`src/rtl/ex_issue_stage.sv`:
```
// Execute-stage pipeline register: issues one request per selected multi-cycle unit per instruction,
// flags misaligned memory accesses (only when EX_ALE_CHECK_EN is defined) and registers payload plus exception info.
module ex_issue_stage #(
    parameter int PAYLOAD_W = 128,
    parameter int NUM_UNITS = 2
) (
    input  logic                 clk,
    input  logic                 rst,
    input  logic                 in_valid,
    output logic                 in_ready,
    output logic                 out_valid,
    input  logic                 out_ready,
    input  logic                 flush,
    input  logic [PAYLOAD_W-1:0] in_payload,
    input  logic [NUM_UNITS-1:0] in_unit_sel,
    output logic [NUM_UNITS-1:0] unit_req_valid,
    input  logic [NUM_UNITS-1:0] unit_req_ready,
    input  logic                 in_mem_en,
    input  logic [1:0]           in_mem_size,
    input  logic [31:0]          in_addr,
    input  logic                 in_exc,
    input  logic [5:0]           in_ecode,
    input  logic [8:0]           in_esubcode,
    output logic [PAYLOAD_W-1:0] out_payload,
    output logic [NUM_UNITS-1:0] out_unit_sel,
    output logic                 out_exc,
    output logic [5:0]           out_ecode,
    output logic [8:0]           out_esubcode,
    output logic [31:0]          out_badv
);

    logic                 w_ale;
    logic                 w_exc_any;
    logic                 w_go;
    logic                 w_fire;
    logic [NUM_UNITS-1:0] w_req_vld;
    logic [NUM_UNITS-1:0] w_done;

    logic                 r_out_valid;
    logic [PAYLOAD_W-1:0] r_payload;
    logic [NUM_UNITS-1:0] r_unit_sel;
    logic                 r_exc;
    logic [5:0]           r_ecode;
    logic [8:0]           r_esubcode;
    logic [31:0]          r_badv;
    logic [NUM_UNITS-1:0] r_issued;

`ifdef EX_ALE_CHECK_EN
    always_comb begin
        w_ale = 1'b0;
        if (in_mem_en) begin
            if (in_mem_size == 2'd1)
                w_ale = in_addr[0];
            else if (in_mem_size[1])
                w_ale = |in_addr[1:0];
        end
    end
`else
    logic w_unused_mem;
    assign w_ale        = 1'b0;
    assign w_unused_mem = ^{in_mem_en, in_mem_size};
`endif

    assign w_exc_any = in_exc | w_ale;

    // A unit already served for this instruction is never asked again, even while the output stalls.
    assign w_req_vld = (in_valid && !w_exc_any && !flush && !rst) ? (in_unit_sel & ~r_issued)
                                                                   : '0;
    assign w_done    = ~in_unit_sel | r_issued | (w_req_vld & unit_req_ready);
    assign w_go      = !in_valid || flush || w_exc_any || (&w_done);
    assign in_ready  = !rst && (!in_valid || (w_go && out_ready));
    assign w_fire    = in_valid && w_go && out_ready && !flush;

    always_ff @(posedge clk) begin
        if (rst) begin
            r_out_valid <= 1'b0;
            r_payload   <= '0;
            r_unit_sel  <= '0;
            r_exc       <= 1'b0;
            r_ecode     <= '0;
            r_esubcode  <= '0;
            r_badv      <= '0;
            r_issued    <= '0;
        end else begin
            if (flush || w_fire)
                r_issued <= '0;
            else
                r_issued <= r_issued | (w_req_vld & unit_req_ready);

            if (flush)
                r_out_valid <= 1'b0;
            else if (out_ready)
                r_out_valid <= in_valid && w_go;

            if (w_fire) begin
                r_payload  <= in_payload;
                r_unit_sel <= in_unit_sel;
                r_badv     <= in_addr;
                r_exc      <= w_exc_any;
                // Upstream exception takes priority over a locally detected misalignment.
                if (in_exc) begin
                    r_ecode    <= in_ecode;
                    r_esubcode <= in_esubcode;
                end else if (w_ale) begin
                    r_ecode    <= 6'h09;
                    r_esubcode <= 9'h0;
                end else begin
                    r_ecode    <= 6'h0;
                    r_esubcode <= 9'h0;
                end
            end
        end
    end

    assign unit_req_valid = w_req_vld;
    assign out_valid      = r_out_valid;
    assign out_payload    = r_payload;
    assign out_unit_sel   = r_unit_sel;
    assign out_exc        = r_exc;
    assign out_ecode      = r_ecode;
    assign out_esubcode   = r_esubcode;
    assign out_badv       = r_badv;

endmodule
```
`config.mk`:
```
export PLATFORM = sky130hd
export DESIGN_NAME = ex_issue_stage
export DESIGN_NICKNAME = d
export VERILOG_FILES = /design/src/rtl/ex_issue_stage.sv
export SDC_FILE = /design/constraint.sdc
export NUM_CORES = 1
export LEC_CHECK = 0
export CORE_MARGIN = 2
export CORE_UTILIZATION = 52
export DETAILED_ROUTE_END_ITERATION = 10
export GPL_TIMING_DRIVEN = 0
export HOLD_SLACK_MARGIN = 0.03
export MAX_ROUTING_LAYER = met4
export PLACE_DENSITY = 0.85
export REMOVE_ABC_BUFFERS = 1
export SLEW_MARGIN = 30
export SYNTH_ARGS = -nofsm -noshare
export SYNTH_HDL_FRONTEND = slang
export SYNTH_SLANG_ARGS = --single-unit
```
`constraint.sdc`:
```
create_clock -name clk -period 3.45 [get_ports clk]
set_clock_uncertainty 0.2 [all_clocks]
set_input_delay 0.345 -clock clk [delete_from_list [all_inputs] [get_ports clk]]
set_output_delay 0.345 -clock clk [all_outputs]
set_load 0.05 [all_outputs]
```
==> run metrics <==
run status=complete, no violations; critical path peak fanout=144; Core Rows=56; share of cells above drive strength 1=0.04795; Yosys reg bits=181; vias=14890; R2R Setup Slk=0.90 ns; die outline width=157.6 µm; Top FF cell, synth=dfxtp_1; CTS sink cnt=181; Power Density=351.2 nW/µm²; number of synthesis warnings=0; kind of critical path=in2out; core area=23330 µm²; worst r2r src=r_issued[1]; number of synthesized flops with an enable pin=0; synthesized area=12270 µm²; FFs w/ async S/R, synth=0; post-synthesis sequential area ratio=0.2953; CTS buffer count=17; crit path DAT=2.77 ns; area leader, netlist=dfxtp_1; I/O pins=370; post-detail-place hpwl=27740 µm; grt total ovfl=0; Synth Area per Inst=6.837 µm²; Final Hold Vio Count=0; initial antenna violation count=2; Worst-path clk slew=0.08 ns; Final nets=2177; count leader, synth=nand3_1; GRT Total Usage=0.3482; Slew @ Worst Pin=0.6979 ns; chip height=157.6 µm; Slew HR=0.5347; Gate Count Post-Synth=1795; clk_lat worst skew=0.43 ns; Synth area leaders=dfxtp_1, nand3_1, nor3b_1, a31oi_1, and3_1; RSZ-0062 raised after global routing=no; H-tree depth=4; Net Sw Power=2094 µW; first-pass GRT wire length=69540 µm; Min-Delay Path Class=in2reg; Sw Ratio=0.3540; Critical Path End=in_ready; Reg power frac=0.384; routed vias/inst=6.406; top-area cell type share of the netlist area=0.2953; area grow syn2layout=37.22%; Root Buffer=clkbuf_16; Leak=0.006486 µW; upper clock frequency limit=301.7 MHz; post-route antenna net violation count=0; CTS tree=built; CP Capture Type=output pin; Netlist cell types=37; synth cell count leaders=nand3_1, dfxtp_1, clkbuf_1; Max Cap Viol=0; Tot Pwr=5914 µW; Clock Tree Buf Depth=2; pin count of the biggest net entering global routing=145; Power Internal=3820 µW; Initial Utilization=0.5260; period utilization=0.9609; Comb pwr share=0.287; CP Launch Point=rst; DRT Pass-1 Iters=8; IO Port Bufs=366; GP Congestion=0.7927; min Tclk post-route=3.315 ns; final setup vio count=0; worst reg-to-reg path cell count=6; Clk pwr share=0.329; RR Endpoint=out_ecode[0]; DR iter-0 viols=1765; Worst Path Required=2.90 ns; Max IR drop VDD=242.3 µV; Post-Route WL=43730 µm; startpoint types=input port; vias in the first global route=13690; post-DR wirelength/cell=18.82 µm; Final Max Tran Viols=0; DRC errors left=0; Die ar.=24840 µm²; Final TNS setup=0 ns
[area by class of cell]
| cell class | count | area, µm² |
|---|---|---|
| fillers | 1881 | 6492 |
| clock buffers | 19 | 452.9 |
| clock inverters | 13 | 115.1 |
| multi-input cells | 1369 | 7621 |
| inverters | 3 | 18.77 |
| repair buffers | 417 | 4602 |
| diodes | 3 | 7.507 |
| flip-flops and latches | 181 | 3623 |
| well taps | 319 | 399.1 |
[state kept, by name, indices dropped and copies added (netlist names)]
name / count
out_unit_sel: 2
out_ecode: 6
out_badv: 32
out_valid: 1
out_esubcode: 9
out_payload: 128
r_issued: 2
out_exc: 1
[worst min path at each step]
stage,from,endpoint,cells after the start
after detailed placement,out_exc,out_exc,2
after global routing,in_exc,out_esubcode[6],3
after CTS,in_exc,out_esubcode[5],3
after global placement,out_valid,out_valid,2
final,in_exc,out_esubcode[6],3
after floorplan,rst,out_esubcode[3],1
[critical path: stages]
cell and delay (ns):
buf_8 0.35, buf_16 0.34, buf_16 0.36, inv_8 0.19, buf_16 0.29, o311ai_0 0.22, o21ai_0 0.17, clkbuf_2 0.27
[routing by layer]
layer,routed length [µm],track usage,part of all wire,vias up
met1,17410,0.4220,0.40,6995
met5,0,-,0,-
met4,2101,0.1766,0.048,0
li1,-,-,-,7025
met3,3949,0.08185,0.090,132
met2,20270,0.5420,0.46,735
[metrics by stage]
| step | setup WS [ns] | instance area [µm²] | hold WS, ns | std cells | utilization |
|---|---|---|---|---|---|
| finish | 0.1349 | 16840 | 0.2000 | 2324 | 0.7217 |
| global route | 0.06545 | 16840 | 0.1863 | 2323 | 0.7216 |
| CTS | 0.07169 | 16840 | 0.1626 | 2321 | 0.7216 |
| detailed placement | -0.2167 | 16270 | 0.2960 | 2289 | 0.6973 |
| global placement | -26.86 | 15280 | 0.2569 | 2238 | 0.6550 |
| floorplan | -4.603 | 11220 | 0.2096 | 1553 | - |
[cells in the final DEF, fill, tap and decap left out, types with 14 or more instances in the layout]
cell type | synthesis | routed
clkbuf_16 | 0 | 17
a211oi_1 | 14 | 14
nor3b_1 | 162 | 162
nand3_1 | 324 | 324
nand2_1 | 162 | 162
buf_16 | 0 | 16
a31oi_1 | 164 | 164
o21ai_1 | 14 | 14
o21ai_0 | 149 | 149
clkdlybuf4s50_1 | 0 | 363
and3_1 | 162 | 162
nor3_1 | 163 | 163
a21oi_1 | 30 | 30
dfxtp_1 | 181 | 181
buf_6 | 5 | 18
[what timing repair did]
action                     CTS  global route
buffers inserted             0             0
resized for setup            1             3
setup endpoints to repair    1             1
hold buffers                 0             0
[cells by family (layout without fill, tap and decap cells)]
kind of cell / count (synthesis) / count (layout) / share of synthesized area
AOI/OAI and AO/OA: 381 / 381 / 0.1789
DFF: 181 / 181 / 0.2953
buffers and inverters: 245 / 452 / 0.08656
other: 0 / 3 / 0
and+or+nand+nor: 988 / 988 / 0.4392
[power by group through the flow]
stage	combinational [µW]	sequential (µW)	clock, µW
finish	1700	2270	1940
global route	1790	2290	2050
CTS	1680	2270	1970
detailed placement	1670	2320	0
global placement	1570	2310	0
floorplan	424	2680	0
(Power assumes the default switching activity.)
